===== src/rtl/br_pkg.sv =====
// Shared widths, checkpoint record types and small helpers for the branch
// checkpoint stack.
package br_pkg;

  localparam int BR_NUM    = 4;
  localparam int MT_NUM    = 32;
  localparam int PRF_IDX_W = 6;
  localparam int FL_PTR_W  = 5;
  localparam int SQ_IDX_W  = 3;
  localparam int CDB_NUM   = 2;

  localparam int MT_ENT_W  = PRF_IDX_W + 1;
  localparam int MT_W      = MT_NUM * MT_ENT_W;
  localparam int CDB_TAG_W = CDB_NUM * PRF_IDX_W;

  typedef struct packed {
    logic                 rdy;
    logic [PRF_IDX_W-1:0] tag;
  } mt_ent_t;

  typedef struct packed {
    mt_ent_t [MT_NUM-1:0] mt;
    logic [FL_PTR_W:0]    fl_head;
    logic [SQ_IDX_W:0]    sq_tail;
  } ckpt_t;

  // True when any valid CDB channel broadcasts the given tag.
  function automatic logic cdb_hit(input logic [PRF_IDX_W-1:0] tag,
                                   input logic [CDB_NUM-1:0]   vld,
                                   input logic [CDB_TAG_W-1:0] tags);
    logic hit;
    hit = 1'b0;
    for (int c = 0; c < CDB_NUM; c++) begin
      if (vld[c] && (tags[c*PRF_IDX_W +: PRF_IDX_W] == tag)) hit = 1'b1;
    end
    return hit;
  endfunction

  // Isolates the lowest set bit (zero in, zero out).
  function automatic logic [BR_NUM-1:0] lsb_onehot(input logic [BR_NUM-1:0] v);
    logic [BR_NUM-1:0] neg;
    neg = ~v + {{(BR_NUM-1){1'b0}}, 1'b1};
    return v & neg;
  endfunction

endpackage


===== src/rtl/br_stack_ckpt_if.sv =====
// Dispatch / resolve / CDB / recovery bundle of the branch checkpoint stack.
interface br_stack_ckpt_if;
  import br_pkg::*;

  logic                   br_dp_vld_i;
  logic [MT_W-1:0]        bak_mt_i;
  logic [FL_PTR_W:0]      bak_fl_head_i;
  logic [SQ_IDX_W:0]      bak_sq_tail_i;
  logic                   br_rs_vld_i;
  logic [BR_NUM-1:0]      br_rs_mask_i;
  logic                   br_rs_wrong_i;
  logic [CDB_NUM-1:0]     cdb_vld_i;
  logic [CDB_TAG_W-1:0]   cdb_tag_i;

  logic [BR_NUM-1:0]      br_mask_o;
  logic [BR_NUM-1:0]      br_new_bit_o;
  logic                   full_o;
  logic                   rc_vld_o;
  logic [MT_W-1:0]        rc_mt_o;
  logic [FL_PTR_W:0]      rc_fl_head_o;
  logic [SQ_IDX_W:0]      rc_sq_tail_o;
  logic [BR_NUM-1:0]      rc_mask_o;

  modport slave (
    input  br_dp_vld_i, bak_mt_i, bak_fl_head_i, bak_sq_tail_i,
           br_rs_vld_i, br_rs_mask_i, br_rs_wrong_i, cdb_vld_i, cdb_tag_i,
    output br_mask_o, br_new_bit_o, full_o, rc_vld_o, rc_mt_o,
           rc_fl_head_o, rc_sq_tail_o, rc_mask_o
  );

  modport master (
    output br_dp_vld_i, bak_mt_i, bak_fl_head_i, bak_sq_tail_i,
           br_rs_vld_i, br_rs_mask_i, br_rs_wrong_i, cdb_vld_i, cdb_tag_i,
    input  br_mask_o, br_new_bit_o, full_o, rc_vld_o, rc_mt_o,
           rc_fl_head_o, rc_sq_tail_o, rc_mask_o
  );

endinterface


===== src/rtl/br_ckpt_slot.sv =====
// One checkpoint slot: snapshot capture with CDB bypass, ready-bit tracking
// while in use, and scrubbing of correctly resolved bits from the dep mask.
module br_ckpt_slot
  import br_pkg::*;
(
  input  logic                 clk,
  input  logic                 rst,
  input  logic                 cap_i,
  input  ckpt_t                bak_ckpt_i,
  input  logic [BR_NUM-1:0]    dep_i,
  input  logic                 in_use_i,
  input  logic [BR_NUM-1:0]    clr_bit_i,
  input  logic [CDB_NUM-1:0]   cdb_vld_i,
  input  logic [CDB_TAG_W-1:0] cdb_tag_i,
  output ckpt_t                ckpt_o,
  output logic [BR_NUM-1:0]    dep_o
);

  ckpt_t             ckpt_q, ckpt_d;
  ckpt_t             cap_val, upd_val;
  logic [BR_NUM-1:0] dep_q, dep_d;

  // Next snapshot: bypassed capture on allocation, otherwise CDB wakeup.
  always_comb begin
    cap_val = bak_ckpt_i;
    upd_val = ckpt_q;
    for (int i = 0; i < MT_NUM; i++) begin
      if (cdb_hit(bak_ckpt_i.mt[i].tag, cdb_vld_i, cdb_tag_i))
        cap_val.mt[i].rdy = 1'b1;
      if (in_use_i && cdb_hit(ckpt_q.mt[i].tag, cdb_vld_i, cdb_tag_i))
        upd_val.mt[i].rdy = 1'b1;
    end
    ckpt_d = cap_i ? cap_val : upd_val;
    dep_d  = cap_i ? dep_i : (dep_q & ~clr_bit_i);
  end

  // Slot state registers.
  always_ff @(posedge clk) begin
    if (rst) begin
      ckpt_q <= '0;
      dep_q  <= '0;
    end else begin
      ckpt_q <= ckpt_d;
      dep_q  <= dep_d;
    end
  end

  assign ckpt_o = ckpt_q;
  assign dep_o  = dep_q;

endmodule


===== src/rtl/br_stack_ckpt.sv =====
// Branch checkpoint stack: in-flight mask, lowest-free allocation, slot
// array and the misprediction recovery mux.
module br_stack_ckpt
  import br_pkg::*;
(
  input  logic             clk,
  input  logic             rst,
  br_stack_ckpt_if.slave   bus
);

  logic [BR_NUM-1:0] cur_mask_q, cur_mask_d;
  logic              wrong;
  logic [BR_NUM-1:0] correct_clr;
  logic [BR_NUM-1:0] live;
  logic [BR_NUM-1:0] grant;
  ckpt_t             bak_ckpt;
  ckpt_t             slot_ckpt [BR_NUM];
  logic [BR_NUM-1:0] slot_dep  [BR_NUM];
  ckpt_t             rc_ckpt;
  logic [BR_NUM-1:0] rc_dep;
  logic              rc_vld;

  // Resolve decode and lowest-free grant; a bit released by a correct
  // resolve this cycle is already reusable.
  always_comb begin
    wrong       = bus.br_rs_vld_i & bus.br_rs_wrong_i;
    correct_clr = (bus.br_rs_vld_i & ~bus.br_rs_wrong_i) ? bus.br_rs_mask_i : '0;
    live        = cur_mask_q & ~correct_clr;
    grant       = (bus.br_dp_vld_i & ~wrong) ? lsb_onehot(~live) : '0;
  end

  // Packs the dispatch snapshot into a checkpoint record.
  always_comb begin
    bak_ckpt         = '0;
    bak_ckpt.mt      = bus.bak_mt_i;
    bak_ckpt.fl_head = bus.bak_fl_head_i;
    bak_ckpt.sq_tail = bus.bak_sq_tail_i;
  end

  for (genvar s = 0; s < BR_NUM; s++) begin : g_slot
    br_ckpt_slot u_slot (
      .clk        (clk),
      .rst        (rst),
      .cap_i      (grant[s]),
      .bak_ckpt_i (bak_ckpt),
      .dep_i      (live),
      .in_use_i   (live[s]),
      .clr_bit_i  (correct_clr),
      .cdb_vld_i  (bus.cdb_vld_i),
      .cdb_tag_i  (bus.cdb_tag_i),
      .ckpt_o     (slot_ckpt[s]),
      .dep_o      (slot_dep[s])
    );
  end

  // Selects the resolving slot's snapshot and dependency mask.
  always_comb begin
    rc_ckpt = '0;
    rc_dep  = '0;
    for (int s = 0; s < BR_NUM; s++) begin
      if (bus.br_rs_mask_i[s]) begin
        rc_ckpt = rc_ckpt | slot_ckpt[s];
        rc_dep  = rc_dep  | slot_dep[s];
      end
    end
  end

  // Next in-flight mask: rollback to the dependency mask on a mispredict.
  always_comb begin
    cur_mask_d = wrong ? rc_dep : (live | grant);
  end

  // In-flight mask register.
  always_ff @(posedge clk) begin
    if (rst) cur_mask_q <= '0;
    else     cur_mask_q <= cur_mask_d;
  end

  // Resolve mask must name exactly one live branch.
  always_ff @(posedge clk) begin
    if (!rst && bus.br_rs_vld_i) begin
      assert ($onehot(bus.br_rs_mask_i) && ((bus.br_rs_mask_i & cur_mask_q) != '0));
    end
  end

  assign rc_vld           = wrong & ~rst;
  assign bus.br_mask_o    = cur_mask_q;
  assign bus.br_new_bit_o = grant;
  assign bus.full_o       = &cur_mask_q;
  assign bus.rc_vld_o     = rc_vld;
  assign bus.rc_mt_o      = rc_vld ? rc_ckpt.mt      : '0;
  assign bus.rc_fl_head_o = rc_vld ? rc_ckpt.fl_head : '0;
  assign bus.rc_sq_tail_o = rc_vld ? rc_ckpt.sq_tail : '0;
  assign bus.rc_mask_o    = rc_vld ? rc_dep          : '0;

endmodule

===== src/flat_wrapper.sv =====
// flat-port wrapper written by rule: the top's interface ports become plain ports
module br_stack_ckpt_flat import br_pkg::*;
  (clk, rst, bus_br_dp_vld_i, bus_bak_mt_i, bus_bak_fl_head_i, bus_bak_sq_tail_i, bus_br_rs_vld_i, bus_br_rs_mask_i, bus_br_rs_wrong_i, bus_cdb_vld_i, bus_cdb_tag_i, bus_br_mask_o, bus_br_new_bit_o, bus_full_o, bus_rc_vld_o, bus_rc_mt_o, bus_rc_fl_head_o, bus_rc_sq_tail_o, bus_rc_mask_o);
  br_stack_ckpt_if bus_i ();
  input  logic clk;
  input  logic rst;
  input wire logic [$bits(bus_i.br_dp_vld_i)-1:0] bus_br_dp_vld_i;
  input wire logic [$bits(bus_i.bak_mt_i)-1:0] bus_bak_mt_i;
  input wire logic [$bits(bus_i.bak_fl_head_i)-1:0] bus_bak_fl_head_i;
  input wire logic [$bits(bus_i.bak_sq_tail_i)-1:0] bus_bak_sq_tail_i;
  input wire logic [$bits(bus_i.br_rs_vld_i)-1:0] bus_br_rs_vld_i;
  input wire logic [$bits(bus_i.br_rs_mask_i)-1:0] bus_br_rs_mask_i;
  input wire logic [$bits(bus_i.br_rs_wrong_i)-1:0] bus_br_rs_wrong_i;
  input wire logic [$bits(bus_i.cdb_vld_i)-1:0] bus_cdb_vld_i;
  input wire logic [$bits(bus_i.cdb_tag_i)-1:0] bus_cdb_tag_i;
  output wire logic [$bits(bus_i.br_mask_o)-1:0] bus_br_mask_o;
  output wire logic [$bits(bus_i.br_new_bit_o)-1:0] bus_br_new_bit_o;
  output wire logic [$bits(bus_i.full_o)-1:0] bus_full_o;
  output wire logic [$bits(bus_i.rc_vld_o)-1:0] bus_rc_vld_o;
  output wire logic [$bits(bus_i.rc_mt_o)-1:0] bus_rc_mt_o;
  output wire logic [$bits(bus_i.rc_fl_head_o)-1:0] bus_rc_fl_head_o;
  output wire logic [$bits(bus_i.rc_sq_tail_o)-1:0] bus_rc_sq_tail_o;
  output wire logic [$bits(bus_i.rc_mask_o)-1:0] bus_rc_mask_o;
  assign bus_i.br_dp_vld_i = bus_br_dp_vld_i;
  assign bus_i.bak_mt_i = bus_bak_mt_i;
  assign bus_i.bak_fl_head_i = bus_bak_fl_head_i;
  assign bus_i.bak_sq_tail_i = bus_bak_sq_tail_i;
  assign bus_i.br_rs_vld_i = bus_br_rs_vld_i;
  assign bus_i.br_rs_mask_i = bus_br_rs_mask_i;
  assign bus_i.br_rs_wrong_i = bus_br_rs_wrong_i;
  assign bus_i.cdb_vld_i = bus_cdb_vld_i;
  assign bus_i.cdb_tag_i = bus_cdb_tag_i;
  assign bus_br_mask_o = bus_i.br_mask_o;
  assign bus_br_new_bit_o = bus_i.br_new_bit_o;
  assign bus_full_o = bus_i.full_o;
  assign bus_rc_vld_o = bus_i.rc_vld_o;
  assign bus_rc_mt_o = bus_i.rc_mt_o;
  assign bus_rc_fl_head_o = bus_i.rc_fl_head_o;
  assign bus_rc_sq_tail_o = bus_i.rc_sq_tail_o;
  assign bus_rc_mask_o = bus_i.rc_mask_o;
  br_stack_ckpt u_core (.clk(clk), .rst(rst), .bus(bus_i));
endmodule

===== config.mk =====
export PLATFORM = sky130hd
export DESIGN_NAME = br_stack_ckpt_flat
export DESIGN_NICKNAME = d
export VERILOG_FILES = /design/src/rtl/br_pkg.sv /design/src/rtl/br_stack_ckpt_if.sv /design/src/rtl/br_ckpt_slot.sv /design/src/rtl/br_stack_ckpt.sv /design/src/flat_wrapper.sv
export SDC_FILE = /design/constraint.sdc
export NUM_CORES = 2
export LEC_CHECK = 0
export BUFFER_PORTS_ARGS = -buffer_cell sky130_fd_sc_hd__buf_2
export CAP_MARGIN = 20
export CORE_UTILIZATION = 58
export DETAILED_ROUTE_END_ITERATION = 16
export MAX_ROUTING_LAYER = met4
export PLACE_DENSITY = 0.89
export SETUP_SLACK_MARGIN = 0.2
export SYNTH_ARGS = -nofsm -noshare
export SYNTH_HDL_FRONTEND = slang
export SYNTH_SLANG_ARGS = --single-unit
export TNS_END_PERCENT = 10

===== constraint.sdc =====
create_clock -name clk -period 1.9 [get_ports clk]
set_clock_uncertainty 0.1 [all_clocks]
set_input_delay 0.095 -clock clk [delete_from_list [all_inputs] [get_ports clk]]
set_output_delay 0.095 -clock clk [all_outputs]
set_load 0.02 [all_outputs]

# Yosys cells after proc, flatten, opt, wreduce, memory -nomap -nowiden

Index checks and enable logic that the tools add are counted.

Input port bits: 257
Output and inout bits: 248
Register bits after elaboration: 956

Add/sub/neg operators: 1
Equality and inequality tests: 320
Multiplexer cells: 503
Bitwise operators: 23
Reduce and logical (&&, ||, !) cells: 577

Operators by type and width:

| operator                                                      | number |
|---|---|
| 6-bit == test                                                 | 320 |
| 234-bit 2-to-1 mux                                            | 8 |
| 234-bit bitwise OR                                            | 3 |
| 1-bit 2-to-1 mux                                              | 480 |
| 1-bit logical AND                                             | 448 |
| 2-bit nonzero test                                            | 128 |
| 224-bit 2-to-1 mux                                            | 1 |
| 4-bit 2-to-1 mux                                              | 13 |
| 4-bit AND                                                     | 6 |
| 4-bit bitwise OR                                              | 4 |
| 4-bit inverter                                                | 3 |
| 6-bit 2-to-1 mux                                              | 1 |
| 4-bit by 1-bit adder with 4-bit output, second input constant | 1 |
| 1-bit AND                                                     | 4 |
| 4-bit AND reduction                                           | 1 |
| 1-bit inverter                                                | 3 |

# Longest topological paths before layout

Depth after elaboration: 12
Mapped depth: 11
Depth with buffers taken out: 6

# Cells and area by module

From an unflattened synthesis, not the netlist that was laid out.

Cell total of the unflattened synthesis: 8751
Area, all modules: 77879.7 sq um

By module, submodules not included:

| module        | seq. area each (sq um) | area an instance (sq um) | instances | cells each |
|---|---|---|---|---|
| br_ckpt_slot  | 4764.6                 | 17999.8                  | 4         | 1964 |
| br_stack_ckpt | 80.1                   | 5880.6                   | 1         | 895 |

# Worst setup path after synthesis

OpenSTA, ideal clock, no wires.

Path type: flip-flop to flip-flop
Start point: register u_core.cur_mask_q[0], in the netlist u_core.bus.br_mask_o[0]
End point: register u_core.g_slot[2].u_slot.ckpt_q (netlist bit u_core.g_slot[2].u_slot.ckpt_o[79])
Arrival: 1.596 ns
Cell stages (with the launch flop): 8
Setup time: 0.138 ns
Period minus slack after synthesis: 1.834 ns
Path slack: 0.066 ns
Required time: 1.662 ns
Buffers on the path: 2
Path through: dfxtp_1 and2_1 and2_1 nand3_1 buf_4 buf_4 nor3_1 o32ai_1

Word-level cells in the longest chain between the ends: 7
Elaborated cells on any way between the ends: 8
Those cells by class: 1 x add/sub; 2 x mux; 4 x bitwise; 1 x reduce/logical

RTL lines:

| element                                                  | RTL line            | source |
|---|---|---|
| from (decl)                                              | br_stack_ckpt.sv:11 | `logic [BR_NUM-1:0] cur_mask_q, cur_mask_d;` |
| from (signal assigned)                                   | br_stack_ckpt.sv:76 | `else cur_mask_q <= cur_mask_d;` |
| 4-bit AND *                                              | br_stack_ckpt.sv:28 | `live = cur_mask_q & ~correct_clr;` |
| 4-bit inverter *                                         | br_stack_ckpt.sv:29 | `grant = (bus.br_dp_vld_i & ~wrong) ? lsb_onehot(~live) : '0;` |
| 4-bit inverter *                                         | br_pkg.sv:42        | `neg = ~v + {{(BR_NUM-1){1'b0}}, 1'b1};` |
| 4-bit by 1-bit adder with 4-bit output *                 | br_pkg.sv:42        |  |
| 4-bit AND *                                              | br_pkg.sv:43        | `return v & neg;` |
| 4-bit 2-to-1 mux *                                       | br_stack_ckpt.sv:29 |  |
| 234-bit 2-to-1 mux or 2-bit nonzero test (tied branches) | --                  |  |
| to (signal assigned)                                     | br_ckpt_slot.sv:43  | `ckpt_q <= ckpt_d;` |
| to (decl)                                                | br_ckpt_slot.sv:19  | `ckpt_t ckpt_q, ckpt_d;` |

Mark *: on every way between the ends. The rest lies on a longest branch, timed or not.
A chain may end at the register's enable or synchronous reset.

# Worst setup path in the final report

Start point: register u_core.cur_mask_q[0], in the netlist u_core.bus.br_mask_o[0]
End point: output bus_br_new_bit_o[3]

Word-level cells in the longest chain between the ends: 6

RTL lines:

| element                                | RTL line            | source |
|---|---|---|
| 4-bit AND                              | br_stack_ckpt.sv:28 |  |
| 4-bit inverter                         | br_stack_ckpt.sv:29 |  |
| 4-bit inverter                         | br_pkg.sv:42        |  |
| 4-bit by 1-bit adder with 4-bit output | br_pkg.sv:42        |  |
| 4-bit AND                              | br_pkg.sv:43        |  |
| 4-bit 2-to-1 mux                       | br_stack_ckpt.sv:29 |  |
| to (decl)                              | flat_wrapper.sv:17  | `output wire logic [$bits(bus_i.br_new_bit_o)-1:0] bus_br_new_bit_o;` |

No other way between the ends.

==> impl_summary.md <==
Route
Dividing the detail-routed wire length by the instance count gives 26.7 um. After detailed routing, the number of remaining DRC violations is 0. The detail route stage leaves a number of antenna-violating nets equal to 0. The count of routing violations after the opening detailed-route iteration is approximately 11,000.

The length of the first detailed-routing pass in iterations is 12. The via-per-instance ratio is 6.75. The total routed wirelength is 279,000 um. Across all layers, the routed design uses approximately 71,000 vias.

Synth
In the synthesized netlist the dominant register cell turns out to be sky130_fd_sc_hd__dfxtp_1. The number of enable-type register cells in the synthesized netlist is 0. In the synthesized netlist the async set-or-reset flop fraction comes to 0%. The post-synthesis cell type count is 47. The flip-flop and latch count after synthesis is 956.

When the netlist entered floorplanning its net count stood at 8,423. The average cell area after synthesis is 7.63 um2. The Yosys step of the flow raised 0 warnings. The number of standard cells after synthesis is around 8,200. Summing the sequential cell areas from Yosys gives 30.7% of the chip area. The post-synthesis instance area is 0.0623 mm2.

Critical path
The worst flop-to-flop path endpoint is u_core.g_slot[2].u_slot.ckpt_o[163]$_SDFFE_PP0P_. The worst setup path is of the reg -> out kind. The signal arrival time at the worst endpoint is 1.93 ns. The beginning of the critical path is u_core.bus.br_mask_o[0]$_SDFF_PP0_. The number of cell instances on the worst register-to-register path is 8. The worst-case register-to-register setup slack is -0.16 ns. The slowest stage of the critical path is the sky130_fd_sc_hd__dfxtp_4 cell. The startpoint identified for the worst register-to-register timing path is u_core.bus.br_mask_o[0]$_SDFF_PP0_. In this run the worst path has a maximum fanout of 3. The maximum cell stage delay along the critical path is 0.35 ns. STA puts the critical path data required time at roughly 1.7 ns. The kind of end point of the critical path is an output port. The critical path goes through and2_4 -> o2111ai_4 -> nand2b_4 -> inv_12 -> buf_16 -> buf_8. The worst setup path is launched from a register.

Power and ir drop
The worst-case IR drop observed on VDD is just under 0.9 mV. The relative contribution of combinational cells to total power is 19.0%. The switching power is 16.4 mW. The total internal power is 37.8 mW. The leakage power figure is 29.8 nW.

The part of the total power dissipated in sequential elements is 38.6%. Of the total power, the clock network draws 42.3%. Of the total power, the share spent switching nets is 30.2%.

The power density over the cells is 670 mW/mm2. Overall power consumption after layout is estimated at 54.1 mW.

Layout
The number of filler cells placed in the layout is 6,905. The area added between synthesis and finish is 29.7%. The most common cell after layout, fill and taps aside is sky130_fd_sc_hd__nand2_1. The number of nets at the end of the flow is 9,213.

In the layout the commonest cells are sky130_fd_sc_hd__nand2_1, sky130_fd_sc_hd__xor2_1, sky130_fd_sc_hd__a21oi_1. The share of final-layout standard cells stronger than drive strength 1 is 23.3%. At the end of the flow the core is filled with cells to 76.4%. The register area is roughly 0.020 mm2. The summed area of non-filler cells in the final layout is 0.0808 mm2. The area of the multi-input gates is 0.0402 mm2.

Clock network
The number of clock sinks seen by CTS is 956. The register clock-pin slew on the reported worst setup and hold paths is 0.07 ns. The clock tree root buffer cell is sky130_fd_sc_hd__clkbuf_16.

The number of H-tree levels is 3. The later pin in the worst-skew pair is clocked with a latency of 0.74 ns. TritonCTS built the clock tree.

The number of clock buffers added by TritonCTS is 107. Counting along the longest clock path gives a buffer depth of 3.

Placed design
The instance area after placement is 0.0698 mm2. The HPWL after detailed placement is approximately 170,000 um. During placement, the flow inserted port buffers numbering between 500 and 600. The worst slack after detailed placement is -0.0870 ns. The last weighted congestion value of the routability-driven placer is about 1.

Floorplanning
The die is 330 um tall. The starting density of the core is 58.9%. The floorplan has around 120 rows. The number of primary I/O pins is around 510. The die covers 0.109 mm2.

In this run the standard cell core region covers 0.106 mm2. The overall die width is 330 um.

Timing
Once routing completed, OpenROAD measured the worst setup slack at -0.226 ns. The transition time at the pin with the least slew margin is 1.02 ns. In this run the tightest slew margin relative to its limit is between 30% and 40%. The maximum clock frequency is around 470 MHz. After layout, the worst path uses 112% of the clock period. The final max-slew violation count is 0.

The number of failing setup endpoints in the final timing report is about 390. The number of failing hold endpoints at the final stage came to 0. Setup repair after global routing could not meet its margin everywhere. Subtracting the final worst setup slack from the clock period gives 2.13 ns.

Global routing
The number of antenna violations at the first check in global routing is 24. The first global-routing pass estimated 409,000 um of wire. After global routing the overflow that remains totals 0. Entering global routing, the biggest net connects between 100 and 150 pins. The via count of the first global-routing pass is between 60,000 and 70,000. The aggregate global-route resource usage is 49.8%.

Hold path
Counting instances, the worst hold path has a depth of 5. The tightest min-delay check is of the in -> reg type. In this run the most critical hold path is launched from bus_cdb_tag_i[10]. The capture endpoint of the worst hold path is u_core.g_slot[3].u_slot.ckpt_o[86]$_SDFFE_PP0P_.

Outcome
The run finished, with violations left. The checks that failed: setup timing.

Flow run
Max-cap violations in this run came to 0.
metrics by stage:
| step | hold WS (ns) | std cells | setup TNS [ns] |
|---|---|---|---|
| 6_report | 0.0327 | 10500 | -17.82 |
| 3_3_place_gp | 0.269 | 9760 | -0.316 |
| 2_1_floorplan | 0.131 | 8166 | 0 |
| 5_1_grt | 0.0350 | 10500 | -31.27 |
| 3_5_place_dp | 0.282 | 9760 | -4.55 |
| 4_1_cts | 0.00115 | 10400 | -10.50 |
sequential cells by signal, indices dropped and copies added, names as in the netlist:
| name | cells |
|---|---|
| u_core.bus.br_mask_o | 4 |
| u_core.g_slot.u_slot.dep_o | 16 |
| u_core.g_slot.u_slot.ckpt_o | 936 |
logic make-up after synthesis:
logic type | synth area share (%)
and+or+nand+nor | 18.6
xor gates and xnor gates | 27.0
AOI/OAI and AO/OA | 17.1
DFF | 30.7
buffers and inverters | 6.60
power groups by stage:
stage	clock (mW)	sequential, mW	combinational [mW]
after floorplan	0	21.4	5.64
after global placement	0	21.5	8.69
after detailed placement	0	21.5	8.87
after CTS	22.7	20.9	9.70
after global routing	23.6	20.9	10.6
final	22.9	20.9	10.3
how the worst max path moves through the flow:
stage	end	slack, ns
finish	bus_br_new_bit_o[3]	-0.23
global route	bus_br_new_bit_o[3]	-0.25
CTS	bus_br_new_bit_o[3]	-0.19
detailed placement	u_core.g_slot[3].u_slot.ckpt_o[174]$_SDFFE_PP0P_	-0.09
global placement	u_core.g_slot[3].u_slot.ckpt_o[115]$_SDFFE_PP0P_	-0.03
floorplan	u_core.g_slot[1].u_slot.ckpt_o[58]$_SDFFE_PP0P_	0.19
routing by layer:
layer	vias to the layer above	wire length, um	part of all wire [%]	track usage [%]
met4	0	22800	8.2	34.3
met3	1892	42600	15	15.3
met2	6598	117000	42	71.6
met5	-	0	0	-
li1	29400	-	-	-
met1	32800	96800	35	59.2
synthesized netlist by cell type, types with 15 or more instances:
cell type / instances / area [um2]
sky130_fd_sc_hd__nand2_1: 1644 / 6170
sky130_fd_sc_hd__a21oi_1: 1073 / 5370
sky130_fd_sc_hd__xor2_1: 1010 / 8850
sky130_fd_sc_hd__dfxtp_1: 956 / 19100
sky130_fd_sc_hd__xnor2_1: 910 / 7970
sky130_fd_sc_hd__clkbuf_1: 501 / 1880
sky130_fd_sc_hd__a22oi_1: 476 / 3570
sky130_fd_sc_hd__buf_2: 332 / 1660
sky130_fd_sc_hd__nor4_1: 301 / 1880
sky130_fd_sc_hd__nand4_1: 292 / 1830
sky130_fd_sc_hd__nor2_1: 176 / 661
sky130_fd_sc_hd__nor3_1: 128 / 641
sky130_fd_sc_hd__o21ai_0: 66 / 330
sky130_fd_sc_hd__o32ai_1: 52 / 455
sky130_fd_sc_hd__buf_4: 36 / 270
sky130_fd_sc_hd__a41o_1: 28 / 280
sky130_fd_sc_hd__buf_1: 22 / 82.6
sky130_fd_sc_hd__nand3b_1: 22 / 165
sky130_fd_sc_hd__o31ai_1: 22 / 165
sky130_fd_sc_hd__a211oi_1: 19 / 143
sky130_fd_sc_hd__o211ai_1: 16 / 120
sky130_fd_sc_hd__buf_6: 15 / 169
cell type report:
| type | count | share of cell area, % |
|---|---|---|
| inverters | 8 | 0.0975 |
| multi-input cells | 6295 | 49.7 |
| clock buffers | 134 | 3.70 |
| well taps | 1391 | 2.15 |
| clock inverters | 65 | 1.02 |
| diodes | 39 | 0.121 |
| repair buffers | 1587 | 18.4 |
| repair inverters | 1 | 0.0108 |
| flip-flops and latches | 956 | 24.8 |
timing repair:
item / CTS / global route
gates cloned: 3 / 13
hold buffers: 253 / 0
setup endpoints to repair: 816 / 1183
setup buffers: 203 / 6
endpoints found under the hold margin: 953 / 0
pin swaps: 115 / 8
gates resized for setup: 823 / 123
worst max-delay path: cells and delay by family, from the launching register on:
kind | cells | cell delay, ns
simple gates | 2 | 0.38
flops | 1 | 0.35
buf+inv | 3 | 0.32
compound gates | 1 | 0.14
(Power assumes the default switching activity.)
